[src/rtl/random_delay_pkg.sv]
// Shared definitions for the random-delay round timer: FSM state codes and
// default sizing, also used by the referee FSM.
package random_delay_pkg;

    typedef enum logic [1:0] {
        ST_IDLE    = 2'd0,
        ST_COLLECT = 2'd1,
        ST_COUNT   = 2'd2,
        ST_FIRE    = 2'd3
    } rd_state_e;

    localparam int DEF_NBITS     = 4;
    localparam int DEF_MIN_TICKS = 2;

endpackage

[src/rtl/rand_bit_collector.sv]
// Serial-to-parallel capture of the random bit stream; first captured bit ends up as MSB.
// value/done reflect the shift happening on this clk so the caller can load on the same tick.
module rand_bit_collector
    import random_delay_pkg::*;
#(
    parameter int NBITS = DEF_NBITS
) (
    input  logic             clk,
    input  logic             rst,
    input  logic             clr,
    input  logic             slowenable,
    input  logic             rin,
    output logic [NBITS-1:0] value,
    output logic             done
);

    localparam int BW = $clog2(NBITS + 1);

    logic [NBITS-1:0] shreg_q;
    logic [NBITS-1:0] shreg_d;
    logic [BW-1:0]    bitcnt_q;

    always_comb begin
        shreg_d = shreg_q;
        if (slowenable) begin
            shreg_d = {shreg_q[NBITS-2:0], rin};
        end
    end

    assign value = shreg_d;
    assign done  = slowenable && (bitcnt_q == BW'(NBITS - 1));

    always_ff @(posedge clk) begin
        if (!rst || clr) begin
            shreg_q  <= '0;
            bitcnt_q <= '0;
        end else if (slowenable) begin
            shreg_q  <= shreg_d;
            bitcnt_q <= bitcnt_q + BW'(1);
        end
    end

endmodule

[src/rtl/random_delay.sv]
// Round timer: collects NBITS random bits, then waits MIN_TICKS + R ticks and
// pulses go for one clock.
module random_delay
    import random_delay_pkg::*;
#(
    parameter int NBITS     = DEF_NBITS,
    parameter int MIN_TICKS = DEF_MIN_TICKS
) (
    input  logic                clk,
    input  logic                rst,
    input  logic                slowenable,
    input  logic                rin,
    input  logic                start,
    input  logic                abort,
    output logic                go,
    output logic                busy,
    output logic [NBITS:0]      delay_q
);

    localparam int CW = NBITS + 1;

    rd_state_e         state_q;
    logic [CW-1:0]     cnt_q;
    logic [NBITS-1:0]  coll_value;
    logic              coll_done;
    logic [CW-1:0]     load_val;

    // Collector is held clear while idle, so a tick coinciding with start is dropped.
    rand_bit_collector #(
        .NBITS(NBITS)
    ) u_collector (
        .clk        (clk),
        .rst        (rst),
        .clr        (state_q == ST_IDLE),
        .slowenable (slowenable && (state_q == ST_COLLECT)),
        .rin        (rin),
        .value      (coll_value),
        .done       (coll_done)
    );

    assign load_val = CW'(MIN_TICKS) + CW'(coll_value);

    always_ff @(posedge clk) begin
        if (!rst) begin
            state_q <= ST_IDLE;
            cnt_q   <= '0;
            go      <= 1'b0;
            busy    <= 1'b0;
            delay_q <= '0;
        end else begin
            go <= 1'b0;
            case (state_q)
                ST_IDLE: begin
                    if (start && !abort) begin
                        state_q <= ST_COLLECT;
                        busy    <= 1'b1;
                    end
                end
                ST_COLLECT: begin
                    if (abort) begin
                        state_q <= ST_IDLE;
                        busy    <= 1'b0;
                    end else if (coll_done) begin
                        cnt_q   <= load_val;
                        delay_q <= load_val;
                        state_q <= ST_COUNT;
                    end
                end
                ST_COUNT: begin
                    if (abort) begin
                        state_q <= ST_IDLE;
                        busy    <= 1'b0;
                    end else if (slowenable) begin
                        // Counting down through zero makes the wait D+1 ticks.
                        if (cnt_q == '0) begin
                            state_q <= ST_FIRE;
                            go      <= 1'b1;
                        end else begin
                            cnt_q <= cnt_q - CW'(1);
                        end
                    end
                end
                ST_FIRE: begin
                    state_q <= ST_IDLE;
                    busy    <= 1'b0;
                end
                default: begin
                    state_q <= ST_IDLE;
                    busy    <= 1'b0;
                end
            endcase
        end
    end

endmodule

[config.mk]
export PLATFORM = sky130hd
export DESIGN_NAME = random_delay
export DESIGN_NICKNAME = d
export VERILOG_FILES = /design/src/rtl/random_delay_pkg.sv /design/src/rtl/rand_bit_collector.sv /design/src/rtl/random_delay.sv
export SDC_FILE = /design/constraint.sdc
export NUM_CORES = 1
export LEC_CHECK = 0
export ABC_AREA = 0
export BUFFER_PORTS_ARGS = -buffer_cell sky130_fd_sc_hd__buf_2
export CAP_MARGIN = 10
export CORE_MARGIN = 4
export CORE_UTILIZATION = 45
export CTS_BUF_LIST = sky130_fd_sc_hd__clkbuf_4 sky130_fd_sc_hd__clkbuf_8
export CTS_CLUSTER_DIAMETER = 80
export DETAILED_ROUTE_END_ITERATION = 12
export GPL_TIMING_DRIVEN = 0
export SETUP_SLACK_MARGIN = 0.5
export SLEW_MARGIN = 15
export SYNTH_ARGS = -nofsm -noshare
export SYNTH_HDL_FRONTEND = slang
export SYNTH_SLANG_ARGS = --single-unit
[constraint.sdc]
create_clock -name clk -period 6.25 [get_ports clk]
set_input_delay 1.25 -clock clk [delete_from_list [all_inputs] [get_ports clk]]
set_output_delay 1.25 -clock clk [all_outputs]
set_load 0.1 [all_outputs]
Word level (Yosys, flattened, before mapping)
Index checks and enable logic that the tools add are counted.
{"block": "word_totals", "out_inout_bits": 7, "elab_cells": 61, "regBits": 21, "inputBits": 6}
{"block": "classes", "bitwise_logic": 4, "reduce_logical": 15, "eq_ne": 14, "add_sub_neg": 3, "muxes": 18}
{"op": "$mux W5", "count": 5}
{"op": "$mux W2", "count": 6}
{"op": "$ne A2 B2 Y1 const B", "count": 6}
{"op": "$pmux W5 S2", "count": 1}
{"op": "$ne A3 B3 Y1 const B", "count": 3}
{"op": "$pmux W2 S4", "count": 1}
{"op": "$reduce_and A6 Y1", "count": 1}
{"op": "$add A2 B4 Y5 const A", "count": 1}
{"op": "$logic_not A5 Y1", "count": 1}
{"op": "$sub A5 B1 Y5 const B", "count": 1}
{"op": "$eq A2 B2 Y1 const B", "count": 2}
{"op": "$mux W4", "count": 1}
{"op": "$not A1 Y1", "count": 4}
{"op": "$reduce_and A4 Y1", "count": 1}
{"op": "$reduce_or A4 Y1", "count": 1}
{"op": "$add A3 B1 Y3 const B", "count": 1}
{"op": "$eq A3 B2 Y1 const B", "count": 1}
{"op": "$logic_and A1 B1 Y1", "count": 3}
{"op": "$mux W1", "count": 3}
{"op": "$pmux W1 S3", "count": 1}
{"op": "$reduce_and A3 Y1", "count": 1}
{"op": "$eq A2 B1 Y1 const B", "count": 1}
{"op": "$logic_not A1 Y1", "count": 2}
{"op": "$logic_not A2 Y1", "count": 1}
{"op": "5 further kinds", "count": 5}

Depth between registers and ports, before layout
{"block": "depth", "ltp_word": 7, "mapped_depth": 10, "depth_no_buf": 9}

By module
A second synthesis with hierarchy kept.
{"block": "unflattened", "hier_cells": 118, "hier_area_um2": 1108.6}
{"mod": "random_delay", "n_inst": 1, "cells_per_inst": 91, "area_per_inst_um2": 784.5, "seq_area_each_um2": 280.3}
{"mod": "rand_bit_collector", "n_inst": 1, "cells_per_inst": 27, "area_per_inst_um2": 324.1, "seq_area_each_um2": 140.1}

Worst setup path before layout
Ideal clock, no wire load.
{"block": "synth_timing", "kind": "input -> register", "startpoint": "input port slowenable", "endpoint": "register cnt_q[3]", "required_ns": 6.163, "setup_ns": 0.087, "t_arrival_ns": 2.538, "path_buffers": 1, "path_slack_ns": 3.625, "path_stages": 7, "cell_sequence": "buf_6 > nand2_2 > mux2_2 > ha_1 > o21a_1 > o31a_1 > o31ai_1"}
{"block": "synth_via", "elab_chain_len": 6, "word_cells_on_any_way": 10, "classes_between": "add/sub (1); eq/ne (2); mux (4); reduce/logical (3)"}
{"element": "start: declaration", "line": "random_delay.sv:11", "source": "input logic slowenable,"}
{"element": "$logic_and A1 B1 Y1", "line": "random_delay.sv:35", "source": ".slowenable (slowenable && (state_q == ST_COLLECT)),"}
{"element": "$mux W4", "line": "rand_bit_collector.sv:25", "source": "if (slowenable) begin"}
{"element": "named net coll_value[2]", "line": "random_delay.sv:24", "source": "logic [NBITS-1:0] coll_value;"}
{"element": "$add A2 B4 Y5", "line": "random_delay.sv:41", "source": "assign load_val = CW'(MIN_TICKS) + CW'(coll_value);"}
{"element": "$mux W5", "line": "random_delay.sv:63", "source": "end else if (coll_done) begin"}
{"element": "$mux W5", "line": "random_delay.sv:60", "source": "if (abort) begin"}
{"element": "$pmux W5 S2", "line": "random_delay.sv:52", "source": "case (state_q)"}
{"element": "end signal: assignment", "line": "random_delay.sv:64", "source": "cnt_q <= load_val;"}
{"element": "end signal: assignment", "line": "random_delay.sv:79", "source": "cnt_q <= cnt_q - CW'(1);"}
{"element": "end: declaration", "line": "random_delay.sv:23", "source": "logic [CW-1:0] cnt_q;"}
The timed path passes the listed nets, and every way through them passes these cells. The select of a mux whose other input is x is not followed.
A chain may end at the register's enable or synchronous reset.

Worst setup path after layout
Ends and elaborated chain as after synthesis.

==> metrics.txt <==
status completed; setup TNS 0 ns; Worst slew margin 67.7%; Cells after Synth 130; RR Endpoint cnt_q[3]; wire length per cell 12.6 µm; Tmin final 2.41 ns; P per Cell Area 193 mW/mm²; Max clock buf depth 2; Worst Skew 0.00459 ns; Design Power 0.000253 W; Reg clk slew, reported paths 0.12 ns; Pleak 0.548 nW; flop2flop setup slack 4.10 ns; CTS tree built; share of cells above drive strength 1 22.1%; WHS Endpoint delay_q[1]; worst skew pair latency 0.30 ns; largest net degree at the start of global routing 13; clk sinks 21; leading area contributor after synthesis dfxtp_1; worst hold slack 0.463 ns; Seq cells post-synth 21; mean post-synth cell area 9.15 µm²; max-slew violations 0; die area 0.00353 mm²; Initial Util 47.6%; Synth top area share 35.3%; GRT overflow 0; worst path arrival time 2.63 ns; Total Nets Final 160; vias in the first global route 861; Worst-Margin Slew 0.488 ns; Placer Congestion 0.749; Final setup viols 0; flip-flop and latch area 420 µm²; share of flip-flops with an asynchronous set or reset 0%; sequential share of the synthesized area 35.3%; final non-filler cell total 175; main area contributors after synthesis dfxtp_1 (35%), ha_1 (8.4%), nor2_1 (5.0%), a21oi_1 (3.4%), mux2i_1 (3.4%); CTS Buf Count 3; clock root buffer clkbuf_4; Primary FF master, synth dfxtp_1; Placed Instances 171; DR DRC count 0; Placeable Area 0.00250 mm²; Hold Crit Depth 2; post-cts resize count 0; HP Start delay_q[1]; fillers 242; Initial DRT Pass Iterations 4; worst r2r src state_q[1]; final hold vios 0; # rows 18; crit path capture type flip-flop; Synth cell types 43; routed vias/inst 5.37; Max FO, Critical Path 10; hold_buf cts 0; Total Routing Usage GR 14.0%; DPL Wire Length 1710 µm; total of max-cap violations 0; initial antenna violation count 0; first-pass GRT wire length 3800 µm; number of synthesized flops with an enable pin 0; RSZ-0062 raised after global routing false; Required @ worst endpoint 6.47 ns; peak supply drop 0.140 mV; post-CTS setup buffers 0; syn_nets 144; H-tree depth 1; routed wire length 2200 µm; Ports 13; crit path launch type input port; Hold Path Class reg -> reg; Vias 939; Syn. warnings 0; CP Launch Point slowenable; fmax 0.416 GHz; Die Span Y 59.4 µm; crit share post-route 38.5%; DRT iter0 DRCs 30; FF-to-FF path depth 9; # diodes 0; synthesis-to-finish area growth 10.1%; worst setup path class in -> reg; Die W 59.4 µm; Syn Std Cell Area 0.00119 mm²; Port Buffers 11; Routed Antenna Nets 0; synth cell count leaders dfxtp_1 (21), nor2_1 (16), inv_1 (9); Multi-input gate area 693 µm²; top-count cell post-synth dfxtp_1
[layer usage]
metal,track usage (%),part of all wire [%],vias up
met4,4.85,0.95,0
met2,21.8,45,14
li1,-,-,492
met5,0,0,-
met1,19.3,51,431
met3,2.61,2.7,2
[cell type report]
type | instances | share of cell area, %
plain buffers | 4 | 3.25
repair buffers | 11 | 4.20
flip-flops and latches | 21 | 32.1
clock inverters | 1 | 0.382
multi-input cells | 96 | 52.9
well taps | 30 | 2.87
inverters | 9 | 2.58
clock buffers | 3 | 1.72
[how the worst max path moves through the flow]
| stage | slack [ns] | cells past startpoint | end |
|---|---|---|---|
| after floorplan | 3.62 | 7 | cnt_q[3] |
| after global placement | 3.49 | 7 | cnt_q[3] |
| after detailed placement | 3.54 | 7 | cnt_q[3] |
| after CTS | 3.86 | 7 | cnt_q[3] |
| after global routing | 3.78 | 7 | cnt_q[3] |
| final | 3.84 | 7 | cnt_q[3] |
[sequential cells by signal, summed over array words and instances, names as in the netlist]
name                  flops
u_collector.shreg_q       4
state_q                   2
go                        1
delay_q                   5
cnt_q                     5
u_collector.bitcnt_q      3
busy                      1
[placed cells by master (no fill, tap or decap), types with 2 or more instances in the layout]
| cell type | instances |
|---|---|
| mux2i_1 | 4 |
| nor2b_1 | 2 |
| or3_1 | 2 |
| nor2_1 | 16 |
| o21a_1 | 3 |
| buf_2 | 11 |
| dfxtp_1 | 21 |
| a21o_1 | 2 |
| a21oi_1 | 8 |
| nor3_1 | 2 |
| o21ai_0 | 6 |
| nor4_1 | 2 |
| nand2_2 | 2 |
| and3_2 | 2 |
| buf_6 | 2 |
| inv_1 | 9 |
| o31ai_1 | 2 |
| ha_1 | 8 |
| o221a_2 | 2 |
| nand2_1 | 6 |
| clkbuf_4 | 3 |
| nand3_1 | 3 |
| nand2b_1 | 4 |
[stage by stage]
stage	instance area (µm²)	setup slack (ns)	utilization, %
global placement	1280	3.49	51.3
CTS	1310	3.86	52.4
floorplan	1190	3.62	-
finish	1310	3.84	52.4
global route	1310	3.78	52.4
detailed placement	1280	3.54	51.3
[cell families after synthesis]
| group | share of synthesized area [%] |
|---|---|
| and+or+nand+nor | 23.1 |
| AOI/OAI and AO/OA | 20.9 |
| DFF | 35.3 |
| buffers and inverters | 6.41 |
| adders and majority gates | 8.41 |
| muxes | 4.31 |
| xor gates and xnor gates | 1.47 |
[critical path: stages]
cell	delay [ns]
buf_6	0.13
nand2_2	0.14
mux2_2	0.37
ha_1	0.22
o21a_1	0.11
o31a_1	0.24
o31ai_1	0.18
[power breakdown]
part | switching, W | internal [W]
Combinational | 0.0000302 | 0.0000183
Sequential | 0.00000197 | 0.000137
Clock | 0.0000420 | 0.0000238
(Power assumes the default switching activity.)
